==> src/rtl/regfile_wb_scheduler.sv <==
// Write-back scheduler and busy scoreboard for a single-write-port register file.
// Round-robin arbitration between the ALU (0) and load unit (1), with RAW/WAW issue stall.
module regfile_wb_scheduler #(
  parameter int DATA_W = 32,
  parameter int ADDR_W = 5
) (
  input  logic              clk,
  input  logic              rst,
  input  logic              issue_valid,
  input  logic [ADDR_W-1:0] issue_rs1,
  input  logic [ADDR_W-1:0] issue_rs2,
  input  logic [ADDR_W-1:0] issue_rd,
  output logic              issue_ready,
  input  logic              wb0_valid,
  input  logic [ADDR_W-1:0] wb0_rd,
  input  logic [DATA_W-1:0] wb0_data,
  output logic              wb0_ready,
  input  logic              wb1_valid,
  input  logic [ADDR_W-1:0] wb1_rd,
  input  logic [DATA_W-1:0] wb1_data,
  output logic              wb1_ready,
  output logic              rf_we,
  output logic [ADDR_W-1:0] rf_waddr,
  output logic [DATA_W-1:0] rf_wdata,
  output logic [ADDR_W:0]   busy_count,
  output logic              wb_err
);

  localparam int DEPTH = 2**ADDR_W;

  logic [DEPTH-1:0]  busy_q, busy_d;
  logic [ADDR_W:0]   busy_count_q, busy_count_d;
  logic              lg_q, lg_d;
  logic              rf_we_q, rf_we_d;
  logic [ADDR_W-1:0] rf_waddr_q, rf_waddr_d;
  logic [DATA_W-1:0] rf_wdata_q, rf_wdata_d;
  logic              wb_err_q, wb_err_d;
  logic              gnt0, gnt1, accept, issue_fire, wr_live;

  assign issue_ready = !(busy_q[issue_rs1] | busy_q[issue_rs2] | busy_q[issue_rd]);
  assign issue_fire  = issue_valid & issue_ready;
  assign wb0_ready   = gnt0;
  assign wb1_ready   = gnt1;
  assign accept      = gnt0 | gnt1;
  assign wr_live     = rf_we_q && (rf_waddr_q != '0);

  always_comb begin
    gnt0 = 1'b0;
    gnt1 = 1'b0;
    if (wb0_valid && wb1_valid) begin
      gnt1 = !lg_q;
      gnt0 = lg_q;
    end else begin
      gnt0 = wb0_valid;
      gnt1 = wb1_valid;
    end
  end

  // The in-flight write clears its bit at the edge the register file captures it;
  // a concurrent issue to a different register sets its bit at the same edge.
  always_comb begin
    busy_d = busy_q;
    if (wr_live) busy_d[rf_waddr_q] = 1'b0;
    if (issue_fire && (issue_rd != '0)) busy_d[issue_rd] = 1'b1;
    busy_d[0] = 1'b0;

    busy_count_d = '0;
    for (int unsigned i = 0; i < DEPTH; i++)
      busy_count_d = busy_count_d + {{ADDR_W{1'b0}}, busy_d[i]};

    wb_err_d   = wb_err_q | (wr_live && !busy_q[rf_waddr_q]);
    lg_d       = accept ? gnt1 : lg_q;
    rf_we_d    = accept;
    rf_waddr_d = rf_waddr_q;
    rf_wdata_d = rf_wdata_q;
    if (accept) begin
      rf_waddr_d = gnt1 ? wb1_rd   : wb0_rd;
      rf_wdata_d = gnt1 ? wb1_data : wb0_data;
    end
  end

  always_ff @(posedge clk or posedge rst) begin
    if (rst) begin
      busy_q       <= '0;
      busy_count_q <= '0;
      lg_q         <= 1'b0;
      rf_we_q      <= 1'b0;
      rf_waddr_q   <= '0;
      rf_wdata_q   <= '0;
      wb_err_q     <= 1'b0;
    end else begin
      busy_q       <= busy_d;
      busy_count_q <= busy_count_d;
      lg_q         <= lg_d;
      rf_we_q      <= rf_we_d;
      rf_waddr_q   <= rf_waddr_d;
      rf_wdata_q   <= rf_wdata_d;
      wb_err_q     <= wb_err_d;
    end
  end

  assign rf_we      = rf_we_q;
  assign rf_waddr   = rf_waddr_q;
  assign rf_wdata   = rf_wdata_q;
  assign busy_count = busy_count_q;
  assign wb_err     = wb_err_q;

endmodule

==> config.mk <==
export PLATFORM = sky130hd
export DESIGN_NAME = regfile_wb_scheduler
export DESIGN_NICKNAME = d
export VERILOG_FILES = /design/src/rtl/regfile_wb_scheduler.sv
export SDC_FILE = /design/constraint.sdc
export NUM_CORES = 1
export LEC_CHECK = 0
export ABC_AREA = 1
export CAP_MARGIN = 25
export CORE_UTILIZATION = 35
export CTS_CLUSTER_SIZE = 20
export DETAILED_ROUTE_END_ITERATION = 7
export SYNTH_ARGS = -nofsm -noshare
export SYNTH_HDL_FRONTEND = slang
export SYNTH_SLANG_ARGS = --single-unit
==> constraint.sdc <==
create_clock -name clk -period 9.5 [get_ports clk]
set_input_delay 0.95 -clock clk [delete_from_list [all_inputs] [get_ports clk]]
set_output_delay 0.95 -clock clk [all_outputs]
set_load 0.03 [all_outputs]
==> qor.txt, run 1 <==
Die Y - 133.1 µm
YS warnings - 0
endpoint arrival time on the critical path - 8.24 ns
Max-cap violations - 0
num ports - 142
Pre-Repair DR Iteration Count - 5
initial core utilization - 36.00%
EDFF count, synth - 0
Final GP Congestion - 0.9313
top cells by area, synth - dfrtp_1 32%, nand2_1 10%, inv_1 10%
max incr delay on CP - 0.64 ns
depth of the CTS H-tree - 3
Final min period - 7.970 ns
clock tree from TritonCTS - built
core footprint - 16700 µm²
final WL - 20360 µm
Mapped Nets - 942
Antenna Nets Post-Route - 0
Post-Syn Instances - 818
CTS buffer count - 9
layout cell share with drive strength beyond 1 - 5.397%
RSZ-0062 raised after global routing - false
Crit Path Max Fanout - 27
ant diodes - 0
Worst VDD drop - 569.6 µV
Slew Limit Fails - 0
Slew headroom - 39.57%
DP HPWL - 15030 µm
sequential fraction of the synthesis area - 32.05%
Clock Pin Slew Worst Setup and Hold Paths - 0.07 ns
Max Clk Rate - 0.1255 GHz
Clock Skew - 0.01104 ns
area leader, netlist - dfrtp_1
num rows - 47
endpoints failing setup - 0
cts hold-fix bufs - 0
Die Wd - 133.1 µm
slowest stage cell, crit path - nand3_4
WS Path Type - in -> reg
total power - 2.969 mW
Tcrit/Tclk final - 83.89%
status - complete, no violations
clock tree buffer depth - 2
Seq cells post-synth - 77
vias per cell - 5.149
CP Capture Type - register
final net count - 1064
Setup TNS - 0 ns
Finished Layout Cells - 1165
post-CTS sizing - 0
postcts setup bufs - 0
crit start category - input port
first-pass GRT wire length - 32300 µm
antenna violations before repair - 0
Synth cell types - 42
most used cell along the critical path - fa_1
Synth top cells by count - 162 x nand2_1, 160 x inv_1, 80 x nor2_1
total gr overflow - 0
top-area cell type share of the netlist area - 32.05%
syn_area_per_cell - 7.350 µm²
Synth-to-Final Area Change - 30.14%
Initial DRC Count - 700
Clk Latency, worst-skew pair - 0.35 ns
CTS root buf - clkbuf_16
Synth async-reset ratio - 100.0%
vias post-DR - 5999
placed cells - 1147
Area after DPL - 7491 µm²
most frequent cell after synthesis - nand2_1
largest net degree at the start of global routing - 78
Syn Std Cell Area - 6012 µm²
number of cells on the worst reg-to-reg path - 25
Finished Cell Area - 7824 µm²
Port Buffers - 141
GRT Total Usage - 23.97%
Pleak - 3.677 nW
clk sinks - 77
# DRC - 0
dominant synthesized flop cell - dfrtp_1
PD cells - 379.4 nW/µm²
die area - 17710 µm²
Worst Path Required - 9.77 ns
WL/cell - 17.48 µm
CP startpoint - issue_rd[0]
Crit Reg-Reg Startpoint - busy_q[3]$_DFF_PP0_
reg-to-reg endpoint - busy_count[4]$_DFF_PP0_
WHS - 0.4909 ns
vias in the first global route - 5795
reg-to-reg slack, setup - 2.50 ns
Critical Path End - busy_count[4]$_DFF_PP0_
crit path cell chain - clkdlybuf4s50_1 -> nand2_1 -> inv_1 -> a22oi_1 -> nand2_1 -> nand2_1 -> nand4_1 -> nor2_4 -> nand3_4 -> o21bai_4 -> fa_1 -> inv_1 -> fa_1 -> fa_1 -> inv_1 -> fa_1 -> fa_1 -> fa_1 -> fa_1 -> fa_1 -> a21oi_1 -> nor2_1 -> nor2_1 -> xnor2_1
Worst Tran Pin Value - 0.8996 ns
final number of hold-violating endpoints - 0
Hold Path Class - reg -> reg
## cell type report
cell class,instances,area [µm²]
multi-input combinational,542,3231
inverter,163,616.8
fill,1684,8877
timing repair buffer,147,1489
clock buffer,11,242.7
sequential,77,1927
clock inverter,5,42.54
tap,220,275.3
## how the worst min path moves through the flow
stage	cells past startpoint	to	slack, ns	from
global route	2	wb_err$_DFF_PP0_	0.54	wb_err$_DFF_PP0_
detailed placement	2	wb_err$_DFF_PP0_	0.49	wb_err$_DFF_PP0_
finish	2	wb_err$_DFF_PP0_	0.49	wb_err$_DFF_PP0_
global placement	2	wb_err$_DFF_PP0_	0.46	wb_err$_DFF_PP0_
floorplan	2	busy_q[2]$_DFF_PP0_	0.49	busy_q[2]$_DFF_PP0_
CTS	2	wb_err$_DFF_PP0_	0.51	wb_err$_DFF_PP0_
## routing by layer
layer  share of wire [%]  vias up  GRT usage, %  wire, µm
met5                   0        -             0         0
li1                    -     2881             -         -
met2                  46      276         37.35      9410
met4                 3.6        0         12.13       739
met3                 7.5       45         3.831      1517
met1                  43     2797         32.13      8695
## placed cells by master, fill, tap and decap left out, drive strengths merged
cell,count
a21boi,1
o31ai,1
xnor2,1
clkdlybuf4s50,141
nor2,83
o211ai,1
o22ai,39
nor3,14
a31oi,4
nand2,163
clkinvlp,1
xor2,2
ha,7
nor4,2
a22oi,4
nand4,22
o21ai,66
nand3,56
o2111ai,1
inv,163
dfrtp,77
fa,23
a221oi,1
o221ai,1
clkbuf,11
o21bai,19
o21a,1
or2,1
clkinv,4
a21oi,29
buf,6
## power breakdown
| part | switching (mW) | leakage, nW | internal [mW] | total, mW |
|---|---|---|---|---|
| clock | 0.153 | 0.137 | 0.187 | 0.340 |
| sequential | 0.0641 | 0.941 | 0.443 | 0.507 |
| combinational | 1.24 | 2.60 | 0.877 | 2.12 |
## kinds of logic (layout without fill, tap and decap cells)
group	Yosys count	in the layout	share of synthesized area [%]
and+or+nand+nor	341	341	24.43
buffers and inverters	199	326	14.21
AOI/OAI and AO/OA	168	168	19.75
DFF	77	77	32.05
adders and majority gates	30	30	9.115
xor gates and xnor gates	3	3	0.4371
## flip-flops by register name (all words and copies together) (netlist names)
name,count
rf_we,1
busy_q,31
rf_waddr,5
lg_q,1
busy_count,6
wb_err,1
rf_wdata,32
## critical path, delay by kind of cell
family / cells / cell delay, ns
AO/OA/AOI/OAI: 3 / 0.72
adder cells (fa/ha/maj): 8 / 3.66
AND/OR/NAND/NOR: 8 / 1.93
buffers and inverters: 4 / 0.83
XOR/XNOR: 1 / 0.12
## per-stage QoR
step | utilization (%) | setup WS [ns]
2_1_floorplan | - | 3.051
5_1_grt | 46.85 | 1.070
3_3_place_gp | 44.85 | 1.266
6_report | 46.85 | 1.530
4_1_cts | 46.56 | 1.544
3_5_place_dp | 44.85 | 1.212
Power figures use the tool's default switching activity.
==> inputs of run 2 (changes only) <==
clock period = 8.2 ns   (was 9.5 ns; I/O delays follow)
==> qor.txt, run 2 (synthesis gave the netlist of run 1 again) <==
clk sinks - 77
WS Path Type - in -> reg
Comb pwr share - 71.8%
final WL - 20140 µm
vias post-DR - 6021
Hold Startpoint - wb_err$_DFF_PP0_
M3 GR Usage - 4.215%
Port Buffers - 141
PD cells - 438.6 nW/µm²
num ports - 142
status - complete, no violations
GRT Max-Usage Layer - met2
clock tree from TritonCTS - built
GR Util met2 - 37.14%
Slew Limit Fails - 0
Worst Tran Pin Value - 0.8858 ns
cts hold-fix bufs - 0
Reg power frac - 16.9%
total gr overflow - 0
Worst Path Required - 8.47 ns
num rows - 47
Slew headroom - 40.49%
placed cells - 1156
CP startpoint - issue_rs1[0]
Clock power frac - 11.2%
Final min period - 7.537 ns
Clock Skew - 0.007492 ns
clock tree buffer depth - 2
antenna violations before repair - 0
Pleak - 3.712 nW
ant diodes - 0
RSZ-0062 raised after global routing - false
CTS buffer count - 9
postcts setup bufs - 0
post-layout util - 47.11%
net switching fraction of the power - 49.31%
final number of hold-violating endpoints - 0
first-pass GRT wire length - 32000 µm
endpoints failing setup - 0
Tcrit/Tclk final - 91.91%
Clock Pin Slew Worst Setup and Hold Paths - 0.06 ns
post-CTS sizing - 0
layout cell share with drive strength beyond 1 - 6.197%
Die Y - 133.1 µm
GRT met1 Usage - 31.44%
commonest non-fill, non-tap cell in the layout - nand2_1
WL/cell - 17.18 µm
Initial DRC Count - 616
Max-cap violations - 0
Clk Latency, worst-skew pair - 0.35 ns
largest net degree at the start of global routing - 69
Finished Layout Cells - 1172
Setup TNS - 0 ns
initial core utilization - 36.00%
commonest cells after routing, fill and taps aside - 162 x nand2_1, 159 x inv_1, 141 x clkdlybuf4s50_1
Antenna Nets Post-Route - 0
crit start category - input port
CP Capture Type - register
# DRC - 0
core footprint - 16700 µm²
GRT Total Usage - 23.63%
vias in the first global route - 5851
Worst VDD drop - 574.1 µV
Crit Path Max Fanout - 21
cell-internal power - 1.749 mW
DP HPWL - 15060 µm
endpoint arrival time on the critical path - 7.81 ns
Crit Reg-Reg Startpoint - busy_q[29]$_DFF_PP0_
vias per cell - 5.137
CTS root buf - clkbuf_16
max FFs per register - 32
Max Clk Rate - 0.1327 GHz
final net count - 1072
Hold Path Class - reg -> reg
Die Wd - 133.1 µm
NetSw - 1.702 mW
depth of the CTS H-tree - 3
Synth-to-Final Area Change - 30.86%
die area - 17710 µm²
Pre-Repair DR Iteration Count - 6
Final GP Congestion - 0.9605
-- run 2: per-layer routing --
| metal | vias up | share of wire (%) |
|---|---|---|
| met5 | - | 0 |
| met4 | 0 | 3.4 |
| met3 | 50 | 7.9 |
| met2 | 291 | 46 |
| met1 | 2795 | 43 |
| li1 | 2885 | - |
-- run 2: power groups by stage --
stage	Clock [mW]	Combinational, mW	Sequential, mW
global route	0.410	2.91	0.592
detailed placement	0	2.49	0.588
finish	0.388	2.48	0.585
global placement	0	2.43	0.589
floorplan	0	1.84	0.627
CTS	0.395	2.52	0.581
-- run 2: metrics by stage --
step | area [µm²] | setup WS, ns | total power, mW | hold slack, ns
floorplan | 6012 | 1.881 | 2.467 | 0.4886
global placement | 7559 | 0.3468 | 3.021 | 0.4713
detailed placement | 7559 | 0.3443 | 3.078 | 0.4812
CTS | 7840 | 0.7029 | 3.496 | 0.4985
global route | 7868 | 0.2594 | 3.916 | 0.5447
finish | 7868 | 0.6634 | 3.450 | 0.4944
-- run 2: final timing paths --
path	cells after the start	slack (ns)	to
hold / removal	2	0.49	wb_err$_DFF_PP0_
hold reg to reg	2	0.49	wb_err$_DFF_PP0_
setup / recovery	26	0.66	busy_count[4]$_DFF_PP0_
max in group asynchronous	3	6.35	rf_waddr[4]$_DFFE_PP0P_
setup reg to reg	25	1.52	busy_count[4]$_DFF_PP0_
min in group asynchronous	2	0.81	busy_count[5]$_DFF_PP0_
-- run 2: worst max-delay path, cell delays in order --
cell and delay (ns):
clkdlybuf4s50_1 0.73, clkinv_2 0.32, nand2_1 0.09, nand3_1 0.07, nand3_1 0.09, nand3_1 0.09
nand2_1 0.06, nand2_1 0.05, nand2_1 0.10, nor2_4 0.42, nand3_4 0.43, nand2_1 0.16
nand2_1 0.07, fa_1 0.49, fa_1 0.53, fa_1 0.51, inv_1 0.05, fa_1 0.47
fa_1 0.53, fa_1 0.42, fa_1 0.42, fa_1 0.42, a21oi_1 0.17, nor2_1 0.05
nor2_1 0.11, xnor2_1 0.12
-- run 2: final cells by class --
type	instances	area, µm²
clock inverters	5	42.54
well taps	220	275.3
clock buffers	10	239.0
inverters	163	616.8
fillers	1694	8833
repair buffers	155	1536
multi-input cells	542	3231
flip-flops and latches	77	1927
==> inputs of run 3 (changes only) <==
CORE_MARGIN = 2   (was not set)
DONT_BUFFER_PORTS = 1   (was not set)
==> qor.txt, run 3 (synthesis gave the netlist of run 1 again) <==
Clk Latency, worst-skew pair - 0.35 ns
Pre-Repair DR Iteration Count - 6
num ports - 142
ant diodes - 0
final net count - 926
Worst Tran Pin Value - 1.048 ns
CP Capture Type - register
Slew Limit Fails - 0
initial core utilization - 36.00%
postcts setup bufs - 0
number of cells on the worst reg-to-reg path - 25
slowest stage cell, crit path - fa_1
post-CTS sizing - 0
PD cells - 521.6 nW/µm²
endpoints failing setup - 0
vias in the first global route - 5189
final WL - 19080 µm
clock tree from TritonCTS - built
pre-CTS setup slack - 1.141 ns
depth of the CTS H-tree - 3
core footprint - 16700 µm²
RSZ-0062 raised after global routing - false
final number of hold-violating endpoints - 0
most used cell along the critical path - fa_1
Final GP Congestion - 0.9920
vias post-DR - 5502
layout cell share with drive strength beyond 1 - 6.815%
first-pass GRT wire length - 29830 µm
Initial DRC Count - 512
max incr delay on CP - 0.55 ns
Port Buffers - 0
clock tree buffer depth - 2
Slew headroom - 29.61%
CP startpoint - issue_rd[1]
DP HPWL - 14420 µm
Worst VDD drop - 688.2 µV
WS Path Type - in -> reg
Tcrit/Tclk final - 82.39%
CP top delay family - adder cells
largest net degree at the start of global routing - 69
clk sinks - 77
WP buf/inv - 2
GRT Total Usage - 21.53%
CTS buffer count - 9
FILL cells - 1788
Max-cap violations - 0
Setup TNS - 0 ns
vias per cell - 5.357
commonest non-fill, non-tap cell in the layout - nand2_1
total gr overflow - 0
Synth-to-Final Area Change - 7.513%
Worst Path Required - 8.47 ns
Crit Path Max Fanout - 21
Clock Pin Slew Worst Setup and Hold Paths - 0.06 ns
Hold Path Class - in -> async
Clock Skew - 0.007425 ns
num rows - 47
WL/cell - 18.58 µm
commonest cells after routing, fill and taps aside - 162 x nand2_1, 159 x inv_1, 80 x nor2_1
Worst path depth - 23
# DRC - 0
Final min period - 6.756 ns
die area - 18240 µm²
max FFs per register - 32
Die Wd - 135.1 µm
crit start category - input port
antenna violations before repair - 1
status - complete, no violations
WHS - 0.4563 ns
crit path cell chain - nand2_1 -> inv_1 -> a22oi_1 -> nand2_1 -> nand2_1 -> nand4_1 -> nor2_4 -> nand3_4 -> nand2_1 -> nand2_1 -> fa_1 -> fa_1 -> fa_1 -> inv_1 -> fa_1 -> fa_1 -> fa_1 -> fa_1 -> fa_1 -> a21oi_1 -> nor2_1 -> nor2_1 -> xnor2_1
cts hold-fix bufs - 0
CTS root buf - clkbuf_16
Die Y - 135.1 µm
endpoint arrival time on the critical path - 7.02 ns
Crit Reg-Reg Startpoint - busy_q[6]$_DFF_PP0_
setup ws final - 1.444 ns
Antenna Nets Post-Route - 0
Max Clk Rate - 0.1480 GHz
Pleak - 3.156 nW
## run 3: cell count changes in the layout (fill, tap and decap cells not counted), sizes merged
cell,change
clkinv,-1
clkdlybuf4s50,-141
inv,+1
buf,-5
bufinv,+1
## run 3: path summary, 6_finish.rpt
kind	end	slack (ns)
setup / recovery	busy_count[4]$_DFF_PP0_	1.44
hold / removal	busy_count[5]$_DFF_PP0_	0.46
setup reg to reg	busy_count[4]$_DFF_PP0_	1.69
hold reg to reg	lg_q$_DFFE_PP0P_	0.56
max in group asynchronous	rf_wdata[29]$_DFFE_PP0P_	7.16
min in group clk	lg_q$_DFFE_PP0P_	0.56
## run 3: power by group
group / switching, mW / internal [mW] / leakage [nW]
Clock: 0.181 / 0.250 / 0.152
Sequential: 0.148 / 0.512 / 0.941
Combinational: 1.36 / 0.922 / 2.06
## run 3: cell type report
cell class	count	area [µm²]	share of cell area, %
inverters	163	616.8	9.543
flip-flops and latches	77	1927	29.81
multi-input cells	542	3231	49.98
repair buffers	9	100.1	1.549
well taps	220	275.3	4.259
clock inverters	6	75.07	1.161
clock buffers	10	239.0	3.697
## run 3: per-stage QoR
step | cells | utilization, % | total power [mW] | cell area (µm²)
after floorplan | 818 | - | 2.467 | 6012
after detailed placement | 1010 | 36.70 | 2.966 | 6130
final | 1027 | 38.70 | 3.372 | 6464
after global placement | 1009 | 36.54 | 2.900 | 6102
after CTS | 1026 | 38.58 | 3.418 | 6444
after global routing | 1027 | 38.70 | 3.782 | 6464
## run 3: layer usage
layer / routed length, µm / track usage (%) / up-vias
met5: 13 / 0 / -
met4: 566 / 9.317 / 2
met3: 1590 / 3.679 / 38
met2: 8757 / 32.74 / 288
met1: 8150 / 30.20 / 2586
li1: - / - / 2588
